`src/rtl/multicycle_seq.sv`:
```
// rtl/multicycle_seq.sv - multi-cycle processor control unit (FETCH/DECODE/EXEC/MEM/WB)
module multicycle_seq #(
  parameter int unsigned WAIT_MAX = 15
) (
  input  logic        Clock,
  input  logic        Resetn,
  input  logic [3:0]  Opcode,
  input  logic        Zero,
  input  logic        MemReady,
  output logic        PCWrite,
  output logic        IRWrite,
  output logic        RegDst,
  output logic        Branch,
  output logic        MemRead,
  output logic        MemWrite,
  output logic        RegWrite,
  output logic        MemToReg,
  output logic        ALUSrc,
  output logic [1:0]  ALUOp,
  output logic [2:0]  State,
  output logic        Halted,
  output logic        Fault,
  output logic [15:0] InstrCount
);

  typedef enum logic [2:0] {
    S_FETCH  = 3'd0,
    S_DECODE = 3'd1,
    S_EXEC   = 3'd2,
    S_MEM    = 3'd3,
    S_WB     = 3'd4,
    S_HALT   = 3'd5,
    S_FAULT  = 3'd6
  } state_t;

  localparam logic [3:0] OP_RTYPE = 4'b0000;
  localparam logic [3:0] OP_ADDI  = 4'b0001;
  localparam logic [3:0] OP_LW    = 4'b0010;
  localparam logic [3:0] OP_SW    = 4'b0011;
  localparam logic [3:0] OP_BEQ   = 4'b0100;
  localparam logic [3:0] OP_BNE   = 4'b0101;
  localparam logic [3:0] OP_HALT  = 4'b1111;

  localparam logic [7:0] WAIT_LIMIT = 8'(WAIT_MAX);

  state_t      state_q, state_d;
  logic [3:0]  op_q, op_d;
  logic [7:0]  wait_q, wait_d;
  logic [15:0] count_q, count_d;

  logic [7:0]  wait_inc;
  logic        wait_expired;

  logic        pc_write, ir_write, reg_dst, branch;
  logic        mem_read, mem_write, reg_write, mem_to_reg, alu_src;
  logic [1:0]  alu_op;

  // The current memory wait cycle is the one that makes the counter reach the limit.
  assign wait_inc     = wait_q + 8'd1;
  assign wait_expired = (wait_inc == WAIT_LIMIT);

  // State, captured opcode, wait counter and instruction count registers.
  always_ff @(posedge Clock or negedge Resetn) begin
    if (!Resetn) begin
      state_q <= S_FETCH;
      op_q    <= 4'd0;
      wait_q  <= 8'd0;
      count_q <= 16'd0;
    end else begin
      state_q <= state_d;
      op_q    <= op_d;
      wait_q  <= wait_d;
      count_q <= count_d;
    end
  end

  // Next-state and control decode; the wait counter is zero unless we stay waiting.
  always_comb begin
    state_d    = state_q;
    op_d       = op_q;
    wait_d     = 8'd0;
    count_d    = count_q;
    pc_write   = 1'b0;
    ir_write   = 1'b0;
    reg_dst    = 1'b0;
    branch     = 1'b0;
    mem_read   = 1'b0;
    mem_write  = 1'b0;
    reg_write  = 1'b0;
    mem_to_reg = 1'b0;
    alu_src    = 1'b0;
    alu_op     = 2'b00;

    case (state_q)
      S_FETCH: begin
        mem_read = 1'b1;
        if (MemReady) begin
          ir_write = 1'b1;
          pc_write = 1'b1;
          count_d  = count_q + 16'd1;
          state_d  = S_DECODE;
        end else if (wait_expired) begin
          state_d = S_FAULT;
        end else begin
          wait_d = wait_inc;
        end
      end

      S_DECODE: begin
        op_d = Opcode;
        case (Opcode)
          OP_HALT:                                       state_d = S_HALT;
          OP_RTYPE, OP_ADDI, OP_LW, OP_SW, OP_BEQ, OP_BNE: state_d = S_EXEC;
          default:                                       state_d = S_FETCH;
        endcase
      end

      S_EXEC: begin
        case (op_q)
          OP_RTYPE: begin
            alu_op  = 2'b10;
            state_d = S_WB;
          end
          OP_ADDI: begin
            alu_src = 1'b1;
            state_d = S_WB;
          end
          OP_LW, OP_SW: begin
            alu_src = 1'b1;
            state_d = S_MEM;
          end
          OP_BEQ: begin
            alu_op   = 2'b01;
            branch   = 1'b1;
            pc_write = Zero;
            state_d  = S_FETCH;
          end
          OP_BNE: begin
            alu_op   = 2'b01;
            branch   = 1'b1;
            pc_write = ~Zero;
            state_d  = S_FETCH;
          end
          default: state_d = S_FETCH;
        endcase
      end

      S_MEM: begin
        if (op_q == OP_LW) begin
          mem_read = 1'b1;
        end else if (op_q == OP_SW) begin
          mem_write = 1'b1;
        end
        if (op_q != OP_LW && op_q != OP_SW) begin
          state_d = S_FETCH;
        end else if (MemReady) begin
          state_d = (op_q == OP_LW) ? S_WB : S_FETCH;
        end else if (wait_expired) begin
          state_d = S_FAULT;
        end else begin
          wait_d = wait_inc;
        end
      end

      S_WB: begin
        reg_write  = 1'b1;
        reg_dst    = (op_q == OP_RTYPE);
        mem_to_reg = (op_q == OP_LW);
        state_d    = S_FETCH;
      end

      S_HALT:  state_d = S_HALT;
      S_FAULT: state_d = S_FAULT;
      default: state_d = S_FAULT;
    endcase
  end

  // Reset forces every output low immediately, independent of the clock.
  assign PCWrite    = Resetn & pc_write;
  assign IRWrite    = Resetn & ir_write;
  assign RegDst     = Resetn & reg_dst;
  assign Branch     = Resetn & branch;
  assign MemRead    = Resetn & mem_read;
  assign MemWrite   = Resetn & mem_write;
  assign RegWrite   = Resetn & reg_write;
  assign MemToReg   = Resetn & mem_to_reg;
  assign ALUSrc     = Resetn & alu_src;
  assign ALUOp      = Resetn ? alu_op : 2'b00;
  assign State      = Resetn ? 3'(state_q) : 3'd0;
  assign Halted     = Resetn & (state_q == S_HALT);
  assign Fault      = Resetn & (state_q == S_FAULT);
  assign InstrCount = Resetn ? count_q : 16'd0;

endmodule

```
`config.mk`:
```
export PLATFORM = sky130hd
export DESIGN_NAME = multicycle_seq
export DESIGN_NICKNAME = d
export VERILOG_FILES = /design/src/rtl/multicycle_seq.sv
export SDC_FILE = /design/constraint.sdc
export NUM_CORES = 1
export LEC_CHECK = 0
export ABC_AREA = 0
export ABC_CLOCK_PERIOD_IN_PS = 4670
export CAP_MARGIN = 20
export CORE_AREA = 2 2 79 81
export DETAILED_ROUTE_END_ITERATION = 16
export DIE_AREA = 0 0 81 83
export DONT_BUFFER_PORTS = 1
export SLEW_MARGIN = 25
export SYNTH_ARGS = -nofsm -noshare
export SYNTH_HDL_FRONTEND = slang
export SYNTH_SLANG_ARGS = --single-unit
```
`constraint.sdc`:
```
create_clock -name Clock -period 4.67 [get_ports Clock]
set_input_delay 1.1675 -clock Clock [delete_from_list [all_inputs] [get_ports Clock]]
set_output_delay 1.1675 -clock Clock [all_outputs]
set_load 0.1 [all_outputs]
```
# --- Word-level counts from Yosys, hierarchy flattened ---
# Index checks and enable logic that the tools add are counted.
word_totals:
  input_bits: 8
  ram_bits: 0
  out_inout_bits: 32
  regBits: 31
  mem_bits_ro: 0
  latchBits: 0
  wordCells: 81
  n_memories: 0
op_classes:
  shift: 0
  reduce_logical: 10
  div_mod_pow: 0
  eq_ne: 20
  addsub: 2
  order_cmp: 0
  bitwise_logic: 12
  muxes: 33
  mul: 0
ops:
  columns: ["cell", "count"]
  rows:
  - ["2-to-1 mux 8 bit", 3]
  - ["2-to-1 mux 3 bit", 6]
  - ["case mux 3 bit (6 select lines)", 1]
  - ["adder 16 x 1 -> 16 bit (second input constant)", 1]
  - ["== test 4 x 2 -> 1 bit (second input constant)", 4]
  - ["== test 4 x 3 -> 1 bit (second input constant)", 4]
  - ["2-to-1 mux 16 bit", 1]
  - ["case mux 8 bit (2 select lines)", 1]
  - ["2-to-1 mux 1 bit", 13]
  - ["case mux 3 bit (2 select lines)", 2]
  - ["bitwise AND 1 bit", 11]
  - ["== test 3 bit (second input constant)", 3]
  - ["adder 8 x 1 -> 8 bit (second input constant)", 1]
  - ["== test 4 x 1 -> 1 bit (second input constant)", 2]
  - ["== test 8 x 4 -> 1 bit (second input constant)", 1]
  - ["zero test 4 bit", 2]
  - ["inequality test 4 x 2 -> 1 bit (second input constant)", 2]
  - ["== test 3 x 2 -> 1 bit (second input constant)", 2]
  - ["case mux 1 bit (2 select lines)", 3]
  - ["OR reduction 2 bit", 3]
  - ["OR reduction 6 bit", 1]
  - ["== test 4 bit (second input constant)", 1]
  - ["2-to-1 mux 2 bit", 2]
  - ["case mux 2 bit (2 select lines)", 1]
  - ["other kinds (6)", 6]

# --- Longest topological paths before layout ---
# Gate-level depths: netlist of the first run.
depth:
  ltp_word: 6
  depth_mapped: 7
  mapped_depth_nobuf: 6

# --- Least setup slack after synthesis of the first run ---
# No wires, ideal clock.
synth_path:
  path_kind: "input to output"
  startpoint: "input port Resetn"
  endpoint: "output port RegDst"
  arrival_time_ps: 5647
  t_required_ps: 3503
  path_stages: 3
  setup_slack_ps: -2144
  path_cell_list: "nand2_1 nor3_1 nor3b_1"
synth_between:
  elab_chain_len: 1
synth_lines:
  columns: ["element", "line_no", "rtl"]
  rows:
  - ["start, declared", "6", "input logic Resetn,"]
  - ["bitwise AND 1 bit", "181", "assign RegDst = Resetn & reg_dst;"]
  - ["end, declared", "12", "output logic RegDst,"]
# Every way passes these cells.

# --- Worst setup path in the final report of the first run ---
layout_path:
  startpoint: "register state_q[1]"
  endpoint: "output port PCWrite"
layout_between:
  elab_chain_len: 3
  word_cells_on_any_way: 4
layout_lines:
  columns: ["element", "line_no", "rtl"]
  rows:
  - ["start, declared", "46", "state_t state_q, state_d;"]
  - ["start signal, assigned", "70", "state_q <= state_d;"]
  - ["== test 3 x 2 -> 1 bit or zero test 3 bit (tied branches)", "94", "case (state_q)"]
  - ["case mux 1 bit (2 select lines) (*)", "94", null]
  - ["bitwise AND 1 bit (*)", "179", "assign PCWrite = Resetn & pc_write;"]
  - ["end, declared", "10", "output logic PCWrite,"]
# Mark *: on every way between the ends. The rest lies on a longest branch, timed or not.

==> results of run 1 <==
[metrics by stage]
| step | area [µm²] | setup TNS [ns] | setup WS (ns) | total power, mW |
|---|---|---|---|---|
| after floorplan | 1860 | -0.754 | -0.386 | 0.292 |
| after global placement | 2070 | 0 | 1.04 | 0.292 |
| after detailed placement | 2070 | 0 | 1.03 | 0.292 |
| after CTS | 2190 | 0 | 0.950 | 0.568 |
| after global routing | 2190 | 0 | 0.756 | 0.580 |
| final | 2190 | 0 | 0.955 | 0.562 |
[layer usage]
metal  up-vias  GRT usage [%]  part of all wire [%]
li1        669              -                     -
met1       625           16.2                    49
met2        37           17.0                    41
met3         7           4.78                   8.0
met4         0           5.08                   1.8
met5         -              0                     0
[power groups by stage]
stage	clock [mW]	combinational [mW]	sequential [mW]
finish	0.275	0.0171	0.270
global route	0.293	0.0176	0.269
CTS	0.282	0.0172	0.270
detailed placement	0	0.0171	0.275
global placement	0	0.0172	0.275
floorplan	0	0.0177	0.275
[area by class of cell]
class                           instances  area (µm²)
Fill cell                             594        3630
Multi-Input combinational cell        144        1080
Sequential cell                        31         776
Timing Repair Buffer                   11         100
Tap cell                               75        93.8
Clock buffer                            6        82.6
Clock inverter                          2        35.0
Inverter                                5        18.8
[path summary, 6_finish.rpt]
kind                                   from           to  slack (ns)  depth (start not counted)
worst max-delay path             state_q[1]      PCWrite        0.95                          6
worst min-delay path            count_q[15]  count_q[15]        0.48                          1
worst max register to register   state_q[2]  count_q[12]        2.54                          5
worst min register to register  count_q[15]  count_q[15]        0.48                          1
max in group asynchronous            Resetn  count_q[13]        4.00                          0
min in group asynchronous            Resetn    wait_q[0]        0.58                          0
[synth_stat cells (2+ instances only)]
cell type and count:
a21o_1 2, a21oi_1 2, a31oi_1 3, and2_1 20, and3_1 5, clkbuf_1 8
dfrtp_1 31, ha_1 3, inv_1 5, mux2_2 5, nand2_1 12, nand2b_1 2
nand3_1 7, nand4_1 3, nor2_1 17, nor2b_1 3, nor3_1 10, nor4_1 2
nor4b_1 2, or3_1 3, xnor2_1 12, xor2_1 12
[flip-flops by register name, summed over array words and instances (netlist names)]
signal and cells:
count_q 16, state_q 3, op_q 4, wait_q 8
[logic make-up (layout without fill, tap and decap cells)]
logic type      after synthesis  count (layout)
xor+xnor                     24              24
flops                        31              31
buf+inv                      13              24
mux                           6               6
compound gates               16              16
simple gates                 95              95
fa+ha+maj                     3               3
==> results.sh, run 1 <==
export IMPL_place_congestion=0.723
export IMPL_tightest_slew_ns=1.01
export IMPL_p_per_area_mw_per_mm2=257
export IMPL_async_flop_share_pct=100
export IMPL_grt_max_degree=56
export IMPL_firstDrtPassIters=4
export IMPL_initial_core_util_pct=31.5
export IMPL_synth_top_area_share_pct=42.4
export IMPL_grt_usage_pct=12.1
export IMPL_clock_skew_ns=0.00693
export IMPL_fin_cells=274
export IMPL_avgSynthCellArea_um2=9.73
export IMPL_yosys_area_top_type="dfrtp_1"
export IMPL_synth_simple_gate_area_share_pct=30.2
export IMPL_final_common_cell="dfrtp_1"
export IMPL_std_cell_rows=28
export IMPL_critPathLaunchType="flop"
export IMPL_drv_slew=0
export IMPL_antenna_found_initial=0
export IMPL_setup_viol=0
export IMPL_ys_seq_elements=31
export IMPL_path_cells="nor2b_1 -> nand3b_1 -> nor4b_4 -> buf_4 -> a21o_1 -> buf_4"
export IMPL_p_comb_share_pct=3.0
export IMPL_netlist_instances=188
export IMPL_fp_dieW_um=81
export IMPL_period_minus_slack_ns=3.72
export IMPL_drc=0
export IMPL_cp_end_kind="output port"
export IMPL_syn_nets=199
export IMPL_p_sw_share_pct=21.2
export IMPL_holdWs_ns=0.479
export IMPL_cap_violations=0
export IMPL_slew_headroom_pct=33.3
export IMPL_clock_latency_ns=0.28
export IMPL_intPower_mw=0.443
export IMPL_cp_top_family="simple AND/OR/NAND/NOR gates"
export IMPL_synth_edf_count=0
export IMPL_slowest_delay_ns=0.58
export IMPL_cts_tree="done"
export IMPL_numCtsBuffers=5
export IMPL_synth_top_family_by_area="simple AND/OR/NAND/NOR gates"
export IMPL_critPathMaxFanout=11
export IMPL_drive_above_1_share_pct=19.6
export IMPL_io_pins=40
export IMPL_die_y_um=83
export IMPL_drt_wl_total_um=3810
export IMPL_grt_ovfl_total=0
export IMPL_coreArea_mm2=0.00582
export IMPL_synth_area_top_cells="dfrtp_1 (42%), and2_1 (6.8%), xnor2_1 (5.7%)"
export IMPL_p_leak_nw=0.926
export IMPL_final_cell_mix="dfrtp_1 (31), and2_1 (20), nor2_1 (15)"
export IMPL_ctsResizeCount=0
export IMPL_ys_warn_count=0
export IMPL_cts_hold_buf=0
export IMPL_yosysUniqueCellTypes=41
export IMPL_grt_pass1_vias=1260
export IMPL_synth_xor_area_share_pct=11.5
export IMPL_h_tree_depth=2
export IMPL_synthFlopType="dfrtp_1"
export IMPL_die_area_mm2=0.00672
export IMPL_muxShareOfSynthArea_pct=3.63
export IMPL_cts_buffer_depth=2
export IMPL_required_ns=3.50
export IMPL_drt_iter0_drc=60
export IMPL_clkSinkCount=31
export IMPL_hold_viol_final=0
export IMPL_period_share_pct=79.6
export IMPL_cpMostUsedCell="buf_4"
export IMPL_diodes=0
export IMPL_placedCellCount=266
export IMPL_status="finished, final reports clean"
export IMPL_wl_per_cell_um=13.9
export IMPL_max_freq_ghz=0.269
export IMPL_synth_yosys_seq_area_share_pct=42.4
export IMPL_ir_drop_mv=0.0899
export IMPL_root_buffer="clkbuf_8"
export IMPL_p_seq_share_pct=48.0
export IMPL_rsz0062_at_grt="false"
export IMPL_path_buf_inv=2
export IMPL_hold_class="reg2reg"
export IMPL_power_net_switching_mw=0.119
export IMPL_nets=209
export IMPL_grt_pass1_wl_um=6340
export IMPL_synth_fa_ha_area_share_pct=2.05
export IMPL_synth_area_mm2=0.00183
export IMPL_dpl_hpwl_um=2700
export IMPL_pwr_share_clk_pct=49.0
export IMPL_io_buffers=0
export IMPL_vias=1338
export IMPL_via_per_inst=4.88
export IMPL_critPathArrivalTime_ns=2.55
export IMPL_synth_compound_area_share_pct=7.52
export IMPL_antenna_left=0
export IMPL_crit_type="reg2out"
export IMPL_clkSlewWorstSetupHoldPaths_ns=0.07
export IMPL_slowest_stage="dfrtp_1"
export IMPL_syn_to_final_growth_pct=19.6
export IMPL_post_cts_buffers=0
export IMPL_final_util_pct=37.6
No activity file was read; power rests on OpenSTA's default activity.
==> run 2, diff against run 1 <==
--- a/config.mk
+++ b/config.mk
@@ -6,7 +6,7 @@
 export NUM_CORES = 1
 export LEC_CHECK = 0
 export ABC_AREA = 0
-export ABC_CLOCK_PERIOD_IN_PS = 4670
+export ABC_CLOCK_PERIOD_IN_PS = 3650
 export CAP_MARGIN = 20
 export CORE_AREA = 2 2 79 81
 export DETAILED_ROUTE_END_ITERATION = 16
==> constraint.sdc (replaced) <==
create_clock -name Clock -period 3.65 [get_ports Clock]
set_input_delay 0.9125 -clock Clock [delete_from_list [all_inputs] [get_ports Clock]]
set_output_delay 0.9125 -clock Clock [all_outputs]
set_load 0.1 [all_outputs]
==> results.sh, run 2 (synthesis results as in run 1) <==
export IMPL_status="finished, final reports clean"
export IMPL_preCtsSetupSlack_ns=0.775
export IMPL_grt_ovfl_total=0
export IMPL_clock_latency_ns=0.28
export IMPL_firstDrtPassIters=4
export IMPL_grt_pass1_wl_um=6950
export IMPL_p_total_mw=0.722
export IMPL_p_seq_share_pct=47.8
export IMPL_pwr_share_clk_pct=48.8
export IMPL_required_ns=2.74
export IMPL_die_y_um=83
export IMPL_worst_slack_ns=0.447
export IMPL_drc=0
export IMPL_cts_hold_buf=0
export IMPL_nets=229
export IMPL_drive_above_1_share_pct=27.4
export IMPL_p_leak_nw=1.03
export IMPL_io_pins=40
export IMPL_hold_viol_final=0
export IMPL_die_area_mm2=0.00672
export IMPL_intPower_mw=0.569
export IMPL_setup_viol=0
export IMPL_antenna_left=0
export IMPL_slew_headroom_pct=44.7
export IMPL_critPathLaunchType="flop"
export IMPL_place_congestion=0.838
export IMPL_r2r_start="wait_q[0]"
export IMPL_cts_buffer_depth=2
export IMPL_holdWs_ns=0.317
export IMPL_ctsResizeCount=0
export IMPL_std_cell_rows=28
export IMPL_drv_slew=0
export IMPL_p_comb_share_pct=3.4
export IMPL_clock_skew_ns=0.00381
export IMPL_drt_iter0_drc=77
export IMPL_regMostFlops="count_q"
export IMPL_grt_usage_pct=13.1
export IMPL_clkSinkCount=31
export IMPL_cts_tree="done"
export IMPL_io_buffers=0
export IMPL_grt_max_degree=56
export IMPL_hold_class="in2async"
export IMPL_rsz0062_at_grt="false"
export IMPL_largest_reg_flops=16
export IMPL_cap_violations=0
export IMPL_drt_wl_total_um=3940
export IMPL_ir_drop_mv=0.111
export IMPL_fp_dieW_um=81
export IMPL_wl_per_cell_um=13.4
export IMPL_p_sw_share_pct=21.1
export IMPL_syn_to_final_growth_pct=29.0
export IMPL_critPathArrivalTime_ns=2.29
export IMPL_grt_pass1_vias=1499
export IMPL_root_buffer="clkbuf_8"
export IMPL_coreArea_mm2=0.00582
export IMPL_power_net_switching_mw=0.152
export IMPL_max_freq_ghz=0.312
export IMPL_h_tree_depth=2
export IMPL_tightest_slew_ns=0.829
export IMPL_final_cell_mix="dfrtp_1 (31), buf_4 (29), and2_1 (20)"
export IMPL_cp_end_kind="output port"
export IMPL_post_cts_buffers=0
export IMPL_dpl_hpwl_um=2910
export IMPL_numCtsBuffers=5
export IMPL_via_per_inst=4.94
export IMPL_startpoint="state_q[1]"
export IMPL_vias=1452
export IMPL_clkSlewWorstSetupHoldPaths_ns=0.07
export IMPL_diodes=0
export IMPL_critPathMaxFanout=11
export IMPL_final_common_cell="dfrtp_1"
export IMPL_reg_largest_list="count_q (16), wait_q (8), op_q (4)"
export IMPL_antenna_found_initial=0
export IMPL_initial_core_util_pct=31.5
export IMPL_period_minus_slack_ns=3.20
export IMPL_crit_type="reg2out"
export IMPL_period_share_pct=87.8
export IMPL_p_per_area_mw_per_mm2=306
run 2: layout make-up:
type	instances	area (µm²)
Inverter	5	18.8
Multi-Input combinational cell	144	1100
Timing Repair Buffer	31	258
Fill cell	579	3460
Clock buffer	6	82.6
Clock inverter	2	35.0
Sequential cell	31	776
Tap cell	75	93.8
run 2: through the flow:
step | setup TNS (ns) | cells | utilization [%] | cell area (µm²)
after CTS | 0 | 294 | 40.6 | 2360
after global routing | 0 | 294 | 40.6 | 2360
final | 0 | 294 | 40.6 | 2360
after global placement | 0 | 286 | 38.6 | 2240
after floorplan | -0.488 | 188 | - | 1900
after detailed placement | 0 | 286 | 38.6 | 2240
run 2: final timing paths:
path | slack (ns) | end | cells past startpoint
hold reg to reg | 0.48 | count_q[15] | 1
setup / recovery | 0.45 | PCWrite | 4
min in group Clock | 0.48 | count_q[15] | 1
setup reg to reg | 1.60 | state_q[0] | 5
max in group asynchronous | 3.25 | op_q[2] | 0
hold / removal | 0.32 | wait_q[5] | 0
run 2: critical path: stages (launching register included):
cell      delay (ns)
dfrtp_1         0.59
nor2b_1         0.32
nand3b_1        0.36
nor4b_4         0.40
a21o_4          0.34
run 2: routing by layer:
layer | GRT usage, % | up-vias | wire length (µm)
li1 | - | 709 | -
met1 | 15.8 | 704 | 1760
met2 | 21.0 | 34 | 1820
met3 | 4.35 | 5 | 274
met4 | 5.55 | 0 | 79
met5 | 0 | - | 0
run 2: power by group through the flow:
stage,clock network (mW),registers (mW),logic [mW]
floorplan,0,0.351,0.0229
global placement,0,0.351,0.0246
detailed placement,0,0.351,0.0247
CTS,0.362,0.345,0.0247
global route,0.379,0.345,0.0254
finish,0.352,0.345,0.0245
==> run 3, diff against run 2 <==
--- a/config.mk
+++ b/config.mk
@@ -8,10 +8,11 @@
 export ABC_AREA = 0
 export ABC_CLOCK_PERIOD_IN_PS = 3650
 export CAP_MARGIN = 20
-export CORE_AREA = 2 2 79 81
+export CORE_AREA = 2 2 55 62
 export DETAILED_ROUTE_END_ITERATION = 16
-export DIE_AREA = 0 0 81 83
+export DIE_AREA = 0 0 57 64
 export DONT_BUFFER_PORTS = 1
+export PLACE_DENSITY = 0.76
 export SLEW_MARGIN = 25
 export SYNTH_ARGS = -nofsm -noshare
 export SYNTH_HDL_FRONTEND = slang
==> results.sh, run 3 (synthesis results as in run 1) <==
export IMPL_holdWs_ns=0.260
export IMPL_die_area_mm2=0.00365
export IMPL_io_pins=40
export IMPL_grt_usage_pct=22.7
export IMPL_firstDrtPassIters=4
export IMPL_drc=0
export IMPL_post_cts_buffers=0
export IMPL_cap_violations=0
export IMPL_fin_setup_tns_ns=0
export IMPL_io_buffers=0
export IMPL_coreArea_mm2=0.00300
export IMPL_antenna_left=0
export IMPL_hold_viol_final=0
export IMPL_place_congestion=0.841
export IMPL_numCtsBuffers=5
export IMPL_p_total_mw=0.575
export IMPL_placedCellCount=244
export IMPL_grt_ovfl_total=0
export IMPL_initial_core_util_pct=61.1
export IMPL_cts_buffer_depth=2
export IMPL_ir_drop_mv=0.247
export IMPL_final_cell_mix="dfrtp_1 (31), buf_4 (28), and2_1 (20)"
export IMPL_root_buffer="clkbuf_4"
export IMPL_r2r_start="state_q[2]"
export IMPL_period_share_pct=88.5
export IMPL_period_minus_slack_ns=3.23
export IMPL_clkSlewWorstSetupHoldPaths_ns=0.10
export IMPL_reg2reg_setup_slack_ns=1.40
export IMPL_drive_above_1_share_pct=26.7
export IMPL_drt_wl_total_um=3740
export IMPL_grt_pass1_wl_um=6520
export IMPL_tightest_slew_ns=0.823
export IMPL_regMostFlops="count_q"
export IMPL_status="finished, final reports clean"
export IMPL_required_ns=2.74
export IMPL_std_cell_rows=21
export IMPL_fin_area_mm2=0.00224
export IMPL_diodes=0
export IMPL_crit_type="reg2out"
export IMPL_h_tree_depth=2
export IMPL_grt_max_degree=56
export IMPL_vias=1476
export IMPL_fin_cells=251
export IMPL_antenna_found_initial=0
export IMPL_clock_latency_ns=0.33
export IMPL_grt_pass1_vias=1456
export IMPL_rsz0062_at_grt="false"
export IMPL_critPathLaunchType="flop"
export IMPL_hold_class="in2async"
export IMPL_critPathArrivalTime_ns=2.32
export IMPL_syn_to_final_growth_pct=22.4
export IMPL_drt_iter0_drc=50
export IMPL_wl_per_cell_um=14.9
export IMPL_rr_worst_depth=5
export IMPL_cts_tree="done"
export IMPL_p_leak_nw=0.998
export IMPL_nets=228
export IMPL_final_common_cell="dfrtp_1"
export IMPL_clock_skew_ns=0.00984
export IMPL_reg_largest_list="count_q (16), wait_q (8), op_q (4)"
export IMPL_cp_end_kind="output port"
export IMPL_fp_dieW_um=57
export IMPL_cts_hold_buf=0
export IMPL_die_y_um=64
export IMPL_slew_headroom_pct=45.1
export IMPL_placed_cell_area_mm2=0.00218
export IMPL_p_per_area_mw_per_mm2=257
export IMPL_via_per_inst=5.88
export IMPL_startpoint="state_q[1]"
export IMPL_dpl_hpwl_um=2730
export IMPL_drv_slew=0
export IMPL_setup_viol=0
export IMPL_clkSinkCount=31
export IMPL_critPathMaxFanout=11
export IMPL_max_freq_ghz=0.310
export IMPL_largest_reg_flops=16
export IMPL_ctsResizeCount=0
run 3: cell types whose count changed in the layout (fill, tap and decap cells not counted), sizes merged:
cell | before | now
buf | 31 | 30
bufinv | 1 | 0
run 3: metal layers:
metal | track usage, % | wire length (µm)
met5 | 0 | 0
met4 | 9.30 | 77
met3 | 5.26 | 239
met2 | 38.6 | 1930
met1 | 27.5 | 1490
run 3: layout make-up:
cell class | instances | area (µm²)
Multi-Input combinational cell | 144 | 1100
Sequential cell | 31 | 776
Fill cell | 206 | 756
Timing Repair Buffer | 30 | 250
Clock buffer | 6 | 51.3
Tap cell | 34 | 42.5
Inverter | 5 | 18.8
Clock inverter | 1 | 5.00
run 3: stage by stage:
step / worst slack [ns] / utilization [%]
final: 0.421 / 74.8
after global routing: 0.275 / 74.8
after CTS: 0.431 / 74.8
after detailed placement: 0.804 / 72.9
after global placement: 0.835 / 72.9
after floorplan: -0.417 / -
run 3: power breakdown:
part           internal (mW)  total [mW]  switching (mW)
registers              0.344       0.345        0.000853
clock network         0.0891       0.206           0.117
logic                0.00437      0.0243          0.0199
total                  0.437       0.575           0.137
run 3: path summary, 6_finish.rpt:
path,endpoint
worst max-delay path,ALUOp[0]
worst min-delay path,wait_q[5]
worst max register to register,count_q[14]
worst min register to register,count_q[15]
max in group asynchronous,count_q[5]
min in group Clock,count_q[15]
run 3: critical path, stage by stage, from the launching register on:
cell,delay (ns)
dfrtp_1,0.60
nor2b_1,0.31
nand3b_1,0.34
nor4b_4,0.38
buf_4,0.34
